--- src/rtl/simple_arbiter_select_wr_if.sv ---
// Token channels of the steering merge: two data producers, a control producer,
// and the two registered result channels toward the consumer.
interface simple_arbiter_select_wr_if #(
    parameter int F = 8
);
    logic [F:0] left_data;
    logic       left_back_stop;
    logic [F:0] right_data;
    logic       right_back_stop;
    logic [1:0] choose_right;
    logic       choose_right_back_stop;
    logic [F:0] out_data;
    logic       down_stop;
    logic [1:0] chose_right;
    logic       chose_right_down_stop;

    // Producer/consumer side: drives tokens and stalls, observes back-stops and results.
    modport master (
        output left_data, right_data, choose_right, down_stop, chose_right_down_stop,
        input  left_back_stop, right_back_stop, choose_right_back_stop, out_data, chose_right
    );

    // Merge side.
    modport slave (
        input  left_data, right_data, choose_right, down_stop, chose_right_down_stop,
        output left_back_stop, right_back_stop, choose_right_back_stop, out_data, chose_right
    );
endinterface

--- src/rtl/simple_arbiter_select_wr.sv ---
// Steering merge: a control token picks the left or right data token, forwards it to
// out_data and reports the chosen side on chose_right; both outputs are registered slots.
module simple_arbiter_select_wr #(
    parameter int F = 8
) (
    input  logic                         clk,
    input  logic                         rst_n,
    simple_arbiter_select_wr_if.slave    bus
);
    logic [F:0] out_data_q, out_data_d;
    logic [1:0] chose_right_q, chose_right_d;

    logic ctl_v, sel, lv, rv, sv;
    logic od_rdy, cr_rdy, fire;
    logic [F:0] sel_token;

    // Valid bits count only when exactly 1, so X/Z never triggers a transfer.
    always_comb begin
        ctl_v     = (bus.choose_right[1] === 1'b1);
        sel       = (bus.choose_right[0] === 1'b1);
        lv        = (bus.left_data[F] === 1'b1);
        rv        = (bus.right_data[F] === 1'b1);
        sv        = sel ? rv : lv;
        sel_token = sel ? bus.right_data : bus.left_data;
        od_rdy    = !out_data_q[F] || !bus.down_stop;
        cr_rdy    = !chose_right_q[1] || !bus.chose_right_down_stop;
        // Both slots must accept so a decision is never split across the outputs.
        fire      = rst_n && ctl_v && sv && od_rdy && cr_rdy;
    end

    always_comb begin
        bus.left_back_stop         = lv && !(fire && !sel);
        bus.right_back_stop        = rv && !(fire && sel);
        bus.choose_right_back_stop = ctl_v && !fire;
    end

    always_comb begin
        out_data_d    = out_data_q;
        chose_right_d = chose_right_q;
        if (fire) begin
            out_data_d    = sel_token;
            chose_right_d = {1'b1, sel};
        end else begin
            // Drained slots drop their valid bit but keep the payload.
            if (!bus.down_stop)             out_data_d[F]    = 1'b0;
            if (!bus.chose_right_down_stop) chose_right_d[1] = 1'b0;
        end
    end

    always_ff @(posedge clk or negedge rst_n) begin
        if (!rst_n) begin
            out_data_q    <= '0;
            chose_right_q <= '0;
        end else begin
            out_data_q    <= out_data_d;
            chose_right_q <= chose_right_d;
        end
    end

    assign bus.out_data    = out_data_q;
    assign bus.chose_right = chose_right_q;
endmodule

--- src/flat_wrapper.sv ---
// flat-port wrapper written by rule: the top's interface ports become plain ports
module simple_arbiter_select_wr_flat 
#(
    parameter int F = 8
)
  (clk, rst_n, bus_left_data, bus_right_data, bus_choose_right, bus_down_stop, bus_chose_right_down_stop, bus_left_back_stop, bus_right_back_stop, bus_choose_right_back_stop, bus_out_data, bus_chose_right);
  simple_arbiter_select_wr_if #(.F(F)) bus_i ();
  input  logic clk;
  input  logic rst_n;
  input wire logic [$bits(bus_i.left_data)-1:0] bus_left_data;
  input wire logic [$bits(bus_i.right_data)-1:0] bus_right_data;
  input wire logic [$bits(bus_i.choose_right)-1:0] bus_choose_right;
  input wire logic [$bits(bus_i.down_stop)-1:0] bus_down_stop;
  input wire logic [$bits(bus_i.chose_right_down_stop)-1:0] bus_chose_right_down_stop;
  output wire logic [$bits(bus_i.left_back_stop)-1:0] bus_left_back_stop;
  output wire logic [$bits(bus_i.right_back_stop)-1:0] bus_right_back_stop;
  output wire logic [$bits(bus_i.choose_right_back_stop)-1:0] bus_choose_right_back_stop;
  output wire logic [$bits(bus_i.out_data)-1:0] bus_out_data;
  output wire logic [$bits(bus_i.chose_right)-1:0] bus_chose_right;
  assign bus_i.left_data = bus_left_data;
  assign bus_i.right_data = bus_right_data;
  assign bus_i.choose_right = bus_choose_right;
  assign bus_i.down_stop = bus_down_stop;
  assign bus_i.chose_right_down_stop = bus_chose_right_down_stop;
  assign bus_left_back_stop = bus_i.left_back_stop;
  assign bus_right_back_stop = bus_i.right_back_stop;
  assign bus_choose_right_back_stop = bus_i.choose_right_back_stop;
  assign bus_out_data = bus_i.out_data;
  assign bus_chose_right = bus_i.chose_right;
  simple_arbiter_select_wr #(.F(F)) u_core (.clk(clk), .rst_n(rst_n), .bus(bus_i));
endmodule
--- config.mk ---
export PLATFORM = sky130hd
export DESIGN_NAME = simple_arbiter_select_wr_flat
export DESIGN_NICKNAME = d
export VERILOG_FILES = /design/src/rtl/simple_arbiter_select_wr_if.sv /design/src/rtl/simple_arbiter_select_wr.sv /design/src/flat_wrapper.sv
export SDC_FILE = /design/constraint.sdc
export NUM_CORES = 1
export LEC_CHECK = 0
export ABC_CLOCK_PERIOD_IN_PS = 1800
export BUFFER_PORTS_ARGS = -buffer_cell sky130_fd_sc_hd__buf_4
export CORE_MARGIN = 5
export CORE_UTILIZATION = 35
export CTS_CLUSTER_SIZE = 28
export DETAILED_ROUTE_END_ITERATION = 6
export PLACE_DENSITY = 0.73
export SLEW_MARGIN = 20
export SYNTH_ARGS = -nofsm -noshare
export SYNTH_HDL_FRONTEND = slang
export SYNTH_SLANG_ARGS = --single-unit
--- constraint.sdc ---
create_clock -name clk -period 1.8 [get_ports clk]
set_clock_uncertainty 0.1 [all_clocks]
set_input_delay 0.09 -clock clk [delete_from_list [all_inputs] [get_ports clk]]
set_output_delay 0.09 -clock clk [all_outputs]
set_load 0.02 [all_outputs]
## After elaboration in Yosys (flattened, before gate mapping)

Cells that the tools add are included.

| operators by class | value |
|---|---|
| reductions and logical operators | 19 |
| equal/unequal tests | 6 |
| muxes and demuxes | 6 |

Operators with widths:

| kind | count |
|---|---|
| $logic_and 1x1->1 | 9 |
| $mux 9 | 1 |
| $logic_not 1->1 | 8 |
| $mux 1 | 5 |
| $eqx 1x1->1 const B | 4 |
| $ne 2x1->1 const B | 2 |
| $logic_or 1x1->1 | 2 |

| storage, ports and cells | value |
|---|---|
| bits of input ports | 24 |
| output and inout bits | 14 |
| logic and storage cells | 35 |
| flip-flop bits (word level) | 11 |

## Longest topological paths before layout

Gate-level depths: netlist of run 1.

| depth | value |
|---|---|
| depth in word-level cells | 8 |
| mapped depth | 3 |
| gate-level depth less buffers | 3 |

## Least setup slack after synthesis of run 1

OpenSTA, ideal clock, no wires.

| timing path | value |
|---|---|
| kind | register to register |
| start | register u_core.out_data_q[8] (netlist: u_core.bus.out_data[8]) |
| end | register u_core.chose_right_q[0] (netlist: u_core.bus.chose_right[0]) |
| arrival time | 1545 ps |
| clock period less this slack | 1769 ps |
| slack | 31 ps |
| stages on the path, launching flop included | 4 |
| setup time | 125 ps |
| data required time | 1575 ps |
| buffers on the path | 0 |
| cell sequence | dfrtp_1 > and2_1 > nor4b_4 > mux2_2 |

| on the way | value |
|---|---|
| cells in the longest elaborated chain, start to end | 4 |

RTL lines:

| what | RTL line | text |
|---|---|---|
| start: declaration | simple_arbiter_select_wr.sv:10 | `logic [F:0] out_data_q, out_data_d;` |
| start signal: assignment | simple_arbiter_select_wr.sv:55 | `out_data_q <= out_data_d;` |
| $logic_not 1->1 | simple_arbiter_select_wr.sv:25 | `od_rdy = !out_data_q[F] \|\| !bus.down_stop;` |
| $logic_or 1x1->1 | simple_arbiter_select_wr.sv:25 |  |
| $logic_and 1x1->1 (2 in a row) | simple_arbiter_select_wr.sv:28 | `fire = rst_n && ctl_v && sv && od_rdy && cr_rdy;` |
| end signal: assignment | simple_arbiter_select_wr.sv:56 | `chose_right_q <= chose_right_d;` |
| end: declaration | simple_arbiter_select_wr.sv:11 | `logic [1:0] chose_right_q, chose_right_d;` |

No other way between the ends.
A chain may end at the register's enable or synchronous reset.

## Final worst setup path of run 1

| timing path | value |
|---|---|
| start | register u_core.out_data_q[8] (netlist: u_core.bus.out_data[8]) |
| end | output bus_choose_right_back_stop |

| on the way | value |
|---|---|
| cells in the longest elaborated chain, start to end | 6 |

RTL lines:

| what | RTL line | text |
|---|---|---|
| $logic_not 1->1 | simple_arbiter_select_wr.sv:25 |  |
| $logic_or 1x1->1 | simple_arbiter_select_wr.sv:25 |  |
| $logic_and 1x1->1 (2 in a row) | simple_arbiter_select_wr.sv:28 |  |
| $logic_not 1->1 | simple_arbiter_select_wr.sv:34 | `bus.choose_right_back_stop = ctl_v && !fire;` |
| $logic_and 1x1->1 | simple_arbiter_select_wr.sv:34 |  |
| end: declaration | flat_wrapper.sv:17 | `output wire logic [$bits(bus_i.choose_right_back_stop)-1:0] bus_choose_right_back_stop;` |

No other way between the ends.

==> results of run 1 <==
[cells in the final DEF, fill, tap and decap left out, drive strengths merged]
master	n
mux2i	1
dfrtp	11
inv	1
buf	38
o21ai	1
clkbuf	4
o21a	2
nand4	1
mux2	17
nor4b	1
dlygate4sd3	3
nand2	3
and2	1
nor2b	1
o31ai	1
[final timing paths]
kind	end	slack (ps)	cells after the start
max	bus_choose_right_back_stop	100	5
min	u_core.bus.out_data[4]	80	3
max reg2reg	u_core.bus.chose_right[0]	210	4
min reg2reg	u_core.bus.out_data[0]	410	1
max in group asynchronous	u_core.bus.out_data[3]	1020	2
min in group asynchronous	u_core.bus.out_data[2]	240	2
[cells by family after synthesis]
kind of cell | after synthesis
muxes | 18
and+or+nand+nor | 7
buffers and inverters | 2
DFF | 11
AOI/OAI and AO/OA | 4
[worst register-to-register path, delay by kind of cell (launching register included)]
family / cells / cell delay (ps)
simple gates: 2 / 470
mux: 1 / 340
flops: 1 / 390
buf+inv: 1 / 180
[per-stage QoR]
step,setup WS (ps),area [um2],util
2_1_floorplan,30.7,566,-
3_5_place_dp,185,867,0.569
6_report,103,927,0.608
5_1_grt,27.2,927,0.608
4_1_cts,58.8,923,0.606
3_3_place_gp,222,867,0.569
[sequential cells by signal (all words and copies together), names as in the netlist]
name                    flops
u_core.bus.chose_right      2
u_core.bus.out_data         9
[layout make-up]
| type | count | area, um2 |
|---|---|---|
| flip-flops and latches | 11 | 275 |
| well taps | 16 | 20.0 |
| clock buffers | 4 | 26.3 |
| multi-input cells | 29 | 283 |
| repair buffers | 41 | 319 |
| fillers | 121 | 597 |
| inverters | 1 | 3.75 |
[where the power goes]
group	internal [mW]	leakage, nW	total (mW)	switching, mW
sequential	0.309	0.133	0.343	0.0336
clock	0.0857	0.0150	0.169	0.0829
combinational	0.185	0.304	0.346	0.161
[routing by layer]
layer  global-route usage  routed length [um]
met5                    0                   0
met4               0.0524                   0
met3               0.0651                 169
met2                0.167                 638
met1                0.163                 598
[repair_timing]
item | in CTS | in global routing
endpoints found under the hold margin | 13 | 0
resized for setup | 0 | 1
endpoints found under the setup margin | 0 | 1
hold buffers | 3 | 0
==> results by group, run 1 <==
Layout
  – Layout net count: 111
  – Diodes inserted: 0
  – Area Growth Syn to Fin: 63.9%
  – Share of layout cells above drive strength 1: 0.686
  – Layout Cells excl Fill: 102

Worst setup path
  – Worst Setup Start Kind: flop
  – Worst R2R Start: u_core.bus.out_data[8]
  – Worst path required time: 1610 ps
  – CP Launch Point: u_core.bus.out_data[8]
  – CP Max Fanout: 10
  – Setup CP Type: flop to primary output
  – Crit end category: primary output
  – Buffers plus inverters on the worst setup path: 2
  – Slowest stage delay, CP: 390 ps
  – Arr. time, crit path: 1510 ps
  – Crit-path cells: and2_1, nor4b_4, buf_6, nor2b_1, buf_4
  – CP max stage cell: dfrtp_1
  – CP top delay family: simple AND/OR/NAND/NOR gates

Yosys
  – Most frequent cell after synthesis: mux2_2
  – Async set-reset flop share out of synthesis: 1.00
  – Top-area cell type share of the netlist area: 0.487
  – Post-Synthesis Cells: 42
  – Synth area leaders: dfrtp_1 49%, mux2_2 34%, nor4b_4 4.2%
  – Combinational family with the most area after synthesis: multiplexers
  – Ys Warns: 0
  – Syn nets: 66
  – Synth Area in Adders: 0
  – Multiplexer area fraction after synthesis: 0.356
  – Post-synthesis cell type count: 13
  – Number of synthesized flops with an enable pin: 0
  – Xor/xnor share of the synthesized area: 0
  – Synth Area in Simple Gates: 0.0951
  – Post-synthesis compound-gate area fraction: 0.0487
  – Avg Inst Size Synth: 13.5 um2
  – Post-synth top area cell: dfrtp_1
  – Seq/Total Area, Yosys: 0.487
  – Netlist Area Pre-Place: 566 um2
  – Post-synthesis register bit count: 11
  – Commonest cells in the netlist: 17 x mux2_2, 11 x dfrtp_1, 3 x nand2_1
  – Ys flop type: dfrtp_1

Die
  – Core area: 1520 um2
  – Die area: 2520 um2
  – # rows: 14
  – Initial core utilization: 0.371
  – I/O pins: 38
  – Die width: 50.2 um
  – Die height: 50.2 um

Place
  – Dpl cells: 95
  – HPWL Detailed: 1090 um
  – GP Congestion: 0.657
  – PortBufs: 37

Pwr
  – Lkg Pwr: 0.452 nW
  – Max VDD drop: 0.464 mV
  – Power Density: 924 nW/um2
  – Power Total: 857 uW

Clock network
  – TritonCTS clock tree: done
  – CTS Buffer Depth: 2
  – TritonCTS buffer count: 3
  – # Post-CTS Setup Buffers: 0
  – Insertion delay to the later sink of the worst-skew pair: 270 ps
  – Clk root buf: clkbuf_4
  – Worst-path clk slew: 70 ps
  – H-tree depth: 1
  – CTS Sinks: 11

STA
  – Final min period: 1700 ps
  – Endpoints failing hold: 0
  – Final Hold Slack: 80.2 ps
  – Setup TNS: 0 ps
  – Final Max Slew Viols: 0
  – Worst slew pin tran: 500 ps
  – RSZ-0062 raised after global routing: no
  – Max transition margin: 0.666
  – Final period util: 0.943
  – Max Clock Freq: 0.589 GHz
  – Setup-failing EPs final: 0

Drt
  – DR vias/cell: 4.85
  – Routed wire length: 1410 um
  – Final ANT Viol Nets: 0
  – Avg WL per Cell: 13.8 um
  – DRC viols: 0
  – Routed vias: 495
  – DR pass1 iterations: 2
  – Starting DRT DRC Count: 1

Min path
  – Hold Startpoint: bus_right_data[4]
  – Worst Hold Class: input port to flop

Global routing
  – Number of global-route vias before repair: 552
  – Initial antenna violation count: 0
  – First-pass GRT wire length: 2380 um
  – Grt ovf: 0
  – Total Routing Usage GR: 0.124
  – Largest net degree at the start of global routing: 13

Outcome
  – Status: finished clean

Flow run
  – Max Cap Viol: 0
No activity file was read; power rests on OpenSTA's default activity.
==> inputs of run 2 (changes only) <==
- RECOVER_POWER: default -> 25
==> run 2 against run 1 <==
Net effect:
- combinational power about the same
- register-to-register slack about the same
- clock power about the same
- power about the same
- die area unchanged
- final cell count unchanged
- cell area down 0.40%
- hold slack about the same
- sequential share of layout area up 0.12 points
- routed wire length up 0.21%
- setup slack worse by 0.75 ps
- critical path depth unchanged
==> results by group, run 2 (synthesis results as in run 1) <==
Outcome
  – Status: finished clean (unchanged)

Drt
  – Final ANT Viol Nets: 0 (unchanged)
  – DR vias/cell: 4.84 (was 4.85)
  – DR pass1 iterations: 2 (unchanged)
  – Routed wire length: 1410 um (about the same)
  – Starting DRT DRC Count: 1 (unchanged)
  – DRC viols: 0 (unchanged)
  – Routed vias: 494 (was 495)
  – Avg WL per Cell: 13.8 um (about the same)

STA
  – Endpoints failing hold: 0 (unchanged)
  – Final Max Slew Viols: 0 (unchanged)
  – Max Clock Freq: 0.589 GHz (about the same)
  – Worst slew pin tran: 502 ps (was 500 ps)
  – Final setup margin: 103 ps (about the same)
  – Final period util: 0.943 (about the same)
  – Final min period: 1700 ps (about the same)
  – Max transition margin: 0.664 (was 0.666)
  – Setup TNS: 0 ps (unchanged)
  – Setup-failing EPs final: 0 (unchanged)
  – RSZ-0062 raised after global routing: no (unchanged)

Min path
  – Hold Startpoint: bus_right_data[4] (unchanged)
  – Worst Hold Class: input port to flop (unchanged)

Pwr
  – Switching part of the total power: 0.325 (was 0.324)
  – Lkg Pwr: 0.449 nW (was 0.452 nW)
  – Power Density: 928 nW/um2 (was 924 nW/um2)
  – Psw: 278 uW (was 277 uW)
  – Max VDD drop: 0.464 mV (about the same)
  – Reg power frac: 0.400 (about the same)
  – Clock power share: 0.198 (was 0.197)
  – Combinational Power Share: 0.402 (was 0.403)
  – Pint: 579 uW (was 580 uW)

Die
  – # rows: 14 (unchanged)
  – Die height: 50.2 um (unchanged)
  – Core area: 1520 um2 (unchanged)
  – I/O pins: 38 (unchanged)
  – Initial core utilization: 0.371 (unchanged)
  – Die area: 2520 um2 (unchanged)
  – Die width: 50.2 um (unchanged)

Layout
  – Max reg flops: 9 (unchanged)
  – Diodes inserted: 0 (unchanged)
  – Area Growth Syn to Fin: 63.3% (was 63.9%)
  – Layout net count: 111 (unchanged)
  – Commonest non-fill, non-tap cell in the layout: buf_4 (unchanged)
  – Fin util: 0.606 (was 0.608)
  – Share of layout cells above drive strength 1: 0.674 (was 0.686)
  – Most frequent cells in the layout: 36 x buf_4, 17 x mux2_2, 11 x dfrtp_1 (was 37 x buf_4, 17 x mux2_2, 11 x dfrtp_1)

Worst setup path
  – CP Launch Point: u_core.bus.out_data[8] (unchanged)
  – Worst path required time: 1610 ps (about the same)
  – Setup CP Type: flop to primary output (unchanged)
  – Worst R2R Start: u_core.bus.out_data[8] (unchanged)
  – Worst Setup Start Kind: flop (unchanged)
  – Arr. time, crit path: 1510 ps (about the same)
  – CP Max Fanout: 10 (unchanged)
  – Crit end category: primary output (unchanged)

Global routing
  – Initial antenna violation count: 0 (unchanged)
  – Largest net degree at the start of global routing: 13 (unchanged)
  – First-pass GRT wire length: 2380 um (unchanged)
  – Grt ovf: 0 (unchanged)
  – Total Routing Usage GR: 0.124 (unchanged)
  – Number of global-route vias before repair: 552 (unchanged)

Clock network
  – Clk root buf: clkbuf_4 (unchanged)
  – Worst-path clk slew: 70 ps (about the same)
  – H-tree depth: 1 (unchanged)
  – # Post-CTS Setup Buffers: 0 (unchanged)
  – Insertion delay to the later sink of the worst-skew pair: 270 ps (about the same)
  – CTS Sinks: 11 (unchanged)
  – TritonCTS buffer count: 3 (unchanged)
  – TritonCTS clock tree: done (unchanged)
  – CTS Buffer Depth: 2 (unchanged)

Flow run
  – Max Cap Viol: 0 (unchanged)

Place
  – GP Congestion: 0.657 (unchanged)
  – HPWL Detailed: 1090 um (unchanged)
  – PortBufs: 37 (unchanged)
  – Pre-CTS WS: 185 ps (unchanged)
-- run 2: cell count changes in the layout (fill, tap and decap cells not counted), sizes merged --
cell,change
buf,-1
clkbuf,+1
-- run 2: power by group through the flow --
stage,clock (mW),sequential (mW),combinational (mW)
2_1_floorplan,0,0.421,0.0965
3_3_place_gp,0,0.344,0.341
3_5_place_dp,0,0.345,0.345
4_1_cts,0.177,0.342,0.350
5_1_grt,0.184,0.351,0.368
6_report,0.169,0.343,0.345
-- run 2: metrics by stage --
step / hold WS, ps / power, mW / instances / instance area (um2)
6_report: 80.1 / 0.857 / 102 / 923
5_1_grt: 80.6 / 0.903 / 102 / 923
4_1_cts: 69.7 / 0.870 / 102 / 923
3_5_place_dp: -163 / 0.690 / 95 / 867
3_3_place_gp: -161 / 0.685 / 95 / 867
2_1_floorplan: -306 / 0.518 / 42 / 566
-- run 2: critical path: stages (launching register included) --
cell and delay, ps:
dfrtp_1 390, and2_1 180, nor4b_4 290, buf_6 180
nor2b_1 50, buf_4 150
-- run 2: path summary, 6_finish.rpt --
path | end | slack (ps) | depth (start not counted)
hold / removal | u_core.bus.out_data[4] | 80 | 3
setup / recovery | bus_choose_right_back_stop | 100 | 5
max in group asynchronous | u_core.bus.out_data[3] | 940 | 2
min in group asynchronous | u_core.bus.out_data[2] | 330 | 2
hold reg to reg | u_core.bus.out_data[0] | 410 | 1
setup reg to reg | u_core.bus.chose_right[0] | 210 | 4
-- run 2: area by class of cell --
type                       count  area [um2]
sequential                    11         275
multi-input combinational     29         283
clock buffer                   4        26.3
inverter                       1        3.75
tap                           16        20.0
timing repair buffer          41         315
fill                         123         601
-- run 2: what timing repair did --
item / in CTS / in global routing
endpoints found under the setup margin: 0 / 1
endpoints found under the hold margin: 13 / 0
hold buffers: 3 / 0
gates resized for setup: 0 / 1
-- run 2: routing by layer --
layer  vias up  routed length (um)  GRT usage
met5         -                   0          0
met4         0                   0     0.0524
met3         0                 169     0.0651
met2        28                 636      0.167
met1       223                 603      0.163
li1        243                   -          -
